**config.mk**
```make
export PLATFORM = sky130hd
export DESIGN_NAME = mlaccel_memarb
export DESIGN_NICKNAME = d
export VERILOG_FILES = /design/src/rtl/mlaccel_memarb.sv
export SDC_FILE = /design/constraint.sdc
export NUM_CORES = 1
export LEC_CHECK = 0
export ABC_AREA = 1
export BUFFER_PORTS_ARGS = -buffer_cell sky130_fd_sc_hd__buf_2
export CORE_AREA = 3 3 158 160
export DETAILED_ROUTE_END_ITERATION = 8
export DIE_AREA = 0 0 161 163
export HOLD_SLACK_MARGIN = 0.15
export PLACE_DENSITY = 0.47
export SLEW_MARGIN = 5
export SYNTH_ARGS = -nofsm -noshare
export SYNTH_HDL_FRONTEND = slang
export SYNTH_SLANG_ARGS = --single-unit
```
**constraint.sdc**
```tcl
create_clock -name clock -period 2.4 [get_ports clock]
set_input_delay 0.48 -clock clock [delete_from_list [all_inputs] [get_ports clock]]
set_output_delay 0.48 -clock clock [all_outputs]
set_load 0.05 [all_outputs]
```
**src/rtl/mlaccel_memarb.sv**
```systemverilog
// mlaccel_memarb: fixed-priority arbiter (compute > QPI > sequencer) for the single-ported
// main memory, with starvation counters that force-grant the QPI and sequencer ports.
`default_nettype none

module mlaccel_memarb #(
  parameter int STARVE_LIMIT = 8
) (
  input  logic        clock,
  input  logic        reset,

  input  logic        c_valid,
  output logic        c_ready,
  input  logic [15:0] c_addr,
  input  logic [7:0]  c_wen,
  input  logic [63:0] c_wdata,
  output logic        c_rvalid,
  output logic [63:0] c_rdata,

  input  logic        q_valid,
  output logic        q_ready,
  input  logic [15:0] q_addr,
  input  logic [1:0]  q_wen,
  input  logic [15:0] q_wdata,
  output logic        q_rvalid,
  output logic [15:0] q_rdata,

  input  logic        s_valid,
  output logic        s_ready,
  input  logic [15:0] s_addr,
  output logic        s_rvalid,
  output logic [31:0] s_rdata,

  output logic [15:0] mem_addr,
  output logic [7:0]  mem_wen,
  output logic [63:0] mem_wdata,
  input  logic [63:0] mem_rdata,

  output logic        stall
);

  localparam logic [7:0] LIMIT = 8'(STARVE_LIMIT);

  logic [7:0] wait_q;
  logic [7:0] wait_s;
  logic       force_q;
  logic       force_s;
  logic       grant_c;
  logic       grant_q;
  logic       grant_s;
  logic [2:0] ret_tag;   // one-hot {compute, qpi, sequencer} read return
  logic [2:0] ret_next;

  // QPI wins a simultaneous force; the sequencer gets its turn the next cycle.
  assign force_q = q_valid && (wait_q == LIMIT);
  assign force_s = s_valid && (wait_s == LIMIT) && !force_q;

  assign grant_c = c_valid && !force_q && !force_s;
  assign grant_q = force_q || (q_valid && !c_valid && !force_s);
  assign grant_s = force_s || (s_valid && !c_valid && !q_valid && !force_q);

  assign c_ready = grant_c;
  assign q_ready = grant_q;
  assign s_ready = grant_s;

  assign stall = (c_valid && !c_ready) || (q_valid && !q_ready) || (s_valid && !s_ready);

  always_comb begin
    mem_addr  = 16'h0000;
    mem_wen   = 8'h00;
    mem_wdata = 64'h0;
    if (grant_c) begin
      mem_addr  = c_addr;
      mem_wen   = c_wen;
      mem_wdata = c_wdata;
    end else if (grant_q) begin
      mem_addr  = q_addr;
      mem_wen   = {6'b0, q_wen};
      mem_wdata = {48'b0, q_wdata};
    end else if (grant_s) begin
      mem_addr  = s_addr;
    end
  end

  assign ret_next = {grant_c && (c_wen == 8'h00),
                     grant_q && (q_wen == 2'b00),
                     grant_s};

  always_ff @(posedge clock or posedge reset) begin
    if (reset) begin
      wait_q  <= 8'h00;
      wait_s  <= 8'h00;
      ret_tag <= 3'b000;
    end else begin
      ret_tag <= ret_next;

      if (!q_valid || q_ready)
        wait_q <= 8'h00;
      else if (wait_q < LIMIT)
        wait_q <= wait_q + 8'h01;

      if (!s_valid || s_ready)
        wait_s <= 8'h00;
      else if (wait_s < LIMIT)
        wait_s <= wait_s + 8'h01;
    end
  end

  assign c_rvalid = ret_tag[2];
  assign q_rvalid = ret_tag[1];
  assign s_rvalid = ret_tag[0];

  assign c_rdata = mem_rdata;
  assign q_rdata = mem_rdata[15:0];
  assign s_rdata = mem_rdata[31:0];

endmodule

`default_nettype wire

```
==> flow_metrics.env <==
export IMPL_drtAntennaViolNets=0
export IMPL_rows=56
export IMPL_grt_max_degree=33
export IMPL_p_leak_uw=0.00284
export IMPL_die_y_um=163
export IMPL_viasPerCell=3.65
export IMPL_numPortBuffers=237
export IMPL_die_w_um=161
export IMPL_slew_violations=0
export IMPL_clock_sinks=19
export IMPL_wirelength_um=15100
export IMPL_pre_cts_ws_ns=0.0156
export IMPL_synth_cell_types=25
export IMPL_n_antenna_cell=0
export IMPL_initial_utilization=0.120
export IMPL_core_area_sq_mm=0.0235
export IMPL_clock_latency_ns=0.25
export IMPL_worstPathArrival_ns=1.97
export IMPL_worst_setup_path_start_kind="register"
export IMPL_grt_pass1_wl_um=20300
export IMPL_status="finished, violations left"
export IMPL_crit_type="reg2out"
export IMPL_power_uw=1840
export IMPL_cp_end_kind="primary output"
export IMPL_path_delay_family="buffers and inverters"
export IMPL_hold_class="in2async"
export IMPL_crit_buf_inv=4
export IMPL_syn_area_per_cell_sq_um=6.10
export IMPL_crit_required_ns=1.92
export IMPL_synth_flop_cell="dfrtp_1"
export IMPL_setup_violations=30
export IMPL_fin_ws_ns=-0.0530
export IMPL_drt_pre_antenna_iters=4
export IMPL_stdcell_area_sq_mm=0.00526
export IMPL_violations="setup timing"
export IMPL_final_common_cell="buf_2"
export IMPL_slowest_delay_ns=0.39
export IMPL_gr_total_overflow=0
export IMPL_cp_cell_sequence="inv_2 -> ha_2 -> nand2_2 -> nor2_4 -> nand2_4 -> nand2_8 -> nand3_4 -> buf_12 -> clkbuf_16 -> nor2_2 -> buf_6"
export IMPL_fmax_mhz=408
export IMPL_grt_pass1_vias=3455
export IMPL_slowest_stage="dfrtp_1"
export IMPL_async_reset_ff_frac=1.00
export IMPL_fin_nets=830
export IMPL_ctsHoldBuffers=0
export IMPL_grt_util_all_layers=0.101
export IMPL_cts_clk_slew_worst_paths_ns=0.06
export IMPL_dp_hpwl_um=11100
export IMPL_antenna_found_initial=0
export IMPL_finalClockSkew_ns=0.00120
export IMPL_drc=0
export IMPL_area_growth_synth_to_final_pct=85.9
export IMPL_synth_edf_count=0
export IMPL_reg2reg_slack_ns=0.67
export IMPL_cts_htree_levels=1
export IMPL_drive_gt1_frac=0.631
export IMPL_cts_tree="yes"
export IMPL_rsz0062_at_grt="true"
export IMPL_drt_iter0_drc=158
export IMPL_post_route_period_util=1.02
export IMPL_crit_fanout=6
export IMPL_finalCriticalPeriod_ns=2.45
export IMPL_synth_warnings=0
export IMPL_ir_worst_vdd_uv=225
export IMPL_routabilityCongestion=0.761
export IMPL_synth_nets=675
export IMPL_via_count=3416
export IMPL_synthCells=464
export IMPL_yosysTopAreaCellShare=0.300
export IMPL_syn_area_sq_mm=0.00283
export IMPL_seq_area_frac_synth=0.168
export IMPL_wl_per_cell_um=16.1
export IMPL_finalNonFillerCells=937
export IMPL_dp_cells=909
export IMPL_synth_seq_cells=19
export IMPL_maxCapViolations=0
export IMPL_slew_headroom=0.478
export IMPL_nFillCells=2611
export IMPL_worst_pin_slew_ns=0.783
export IMPL_hold_violations=0
export IMPL_num_io_pins=414
export IMPL_cts_buffers=3
export IMPL_synth_area_leaders="buf_4 30%, dfrtp_1 17%, nand2_1 12%"
export IMPL_yosysTopAreaCell="buf_4"
export IMPL_place_area_sq_mm=0.00392
export IMPL_final_cell_mix="146 x buf_2, 69 x inv_1, 67 x nand2_1, 48 x buf_6, 41 x buf_4"
export IMPL_dieArea_sq_mm=0.0262
export IMPL_clk_path_buf_depth=2
export IMPL_ctsRootBufferMaster="clkbuf_16"
export IMPL_power_density_mw_per_mm2=350
layout make-up:
cell class / instances / area (sq um) / share of cell area
Tap cell: 319 / 399 / 0.0758
Clock buffer: 3 / 75.1 / 0.0143
Clock inverter: 1 / 5.00 / 0.000951
Inverter: 75 / 287 / 0.0544
Sequential cell: 19 / 475 / 0.0903
Timing Repair Buffer: 278 / 2380 / 0.453
Multi-Input combinational cell: 242 / 1640 / 0.311
what timing repair did:
action / 4_1_cts / 5_1_grt
endpoints found under the hold margin: 0 / 0
pin swaps: 8 / 10
gates resized for setup: 186 / 101
buffers inserted: 10 / 6
endpoints found under the setup margin: 91 / 92
gates cloned: 5 / 5
synth_stat cells (3+ instances only):
library cell,count
buf_4,113
nand2_1,91
inv_1,73
nor2_1,66
nand3_1,35
dfrtp_1,19
nand4_1,16
nor2_2,12
buf_2,6
buf_6,5
ha_1,4
clkbuf_1,3
nor3_1,3
path summary, 6_finish.rpt:
path / from / to / cells after the start
hold reg to reg: wait_q[4]$_DFFE_PP0P_ / wait_q[4]$_DFFE_PP0P_ / 2
max in group asynchronous: reset / wait_q[6]$_DFFE_PP0P_ / 2
min in group clock: wait_q[4]$_DFFE_PP0P_ / wait_q[4]$_DFFE_PP0P_ / 2
setup reg to reg: wait_q[0]$_DFFE_PP0P_ / ret_tag[2]$_DFF_PP0_ / 11
hold / removal: reset / wait_q[3]$_DFFE_PP0P_ / 2
setup / recovery: wait_q[0]$_DFFE_PP0P_ / mem_wdata[61] / 11
flip-flops by register name, indices dropped and copies added, names as in the netlist:
name	cells
ret_tag	3
wait_s	8
wait_q	8
logic make-up (layout without fill, tap and decap cells):
family                     Yosys count  in the layout  synth area share
and+or+nand+nor                    230            230             0.359
AOI/OAI and AO/OA                    6              6            0.0146
xor gates and xnor gates             2              2           0.00619
DFF                                 19             19             0.168
buffers and inverters              203            357             0.435
adders and majority gates            4              4            0.0177
report_power, final:
group          switching, uW  leakage (uW)  total, uW  internal, uW
Clock                    124     0.0000409        348           223
Sequential              4.77      0.000261        333           328
Combinational            696       0.00254       1160           464
stage by stage:
stage / TNS [ns] / hold WS (ns) / util
2_1_floorplan: -3.98 / 0.431 / -
3_3_place_gp: 0 / 0.473 / 0.166
3_5_place_dp: 0 / 0.477 / 0.166
4_1_cts: -5.02 / 0.408 / 0.203
5_1_grt: -7.12 / 0.443 / 0.224
6_report: -0.860 / 0.366 / 0.224
worst reg2reg max path, stage by stage (launching register included):
cell	delay (ns)
dfrtp_1	0.39
inv_2	0.06
ha_2	0.16
nand2_2	0.06
nor2_4	0.10
nand2_4	0.09
buf_4	0.16
nand3_4	0.13
buf_12	0.17
buf_12	0.15
buf_4	0.12
nor2_1	0.04
routing by layer:
metal,wire [um],vias up,track usage,part of all wire
met1,5390,1535,0.111,0.36
met4,380,0,0.0270,0.025
met2,7640,254,0.180,0.51
met3,1680,38,0.0417,0.11
li1,-,1589,-,-
met5,0,-,0,0
(Power assumes the default switching activity.)
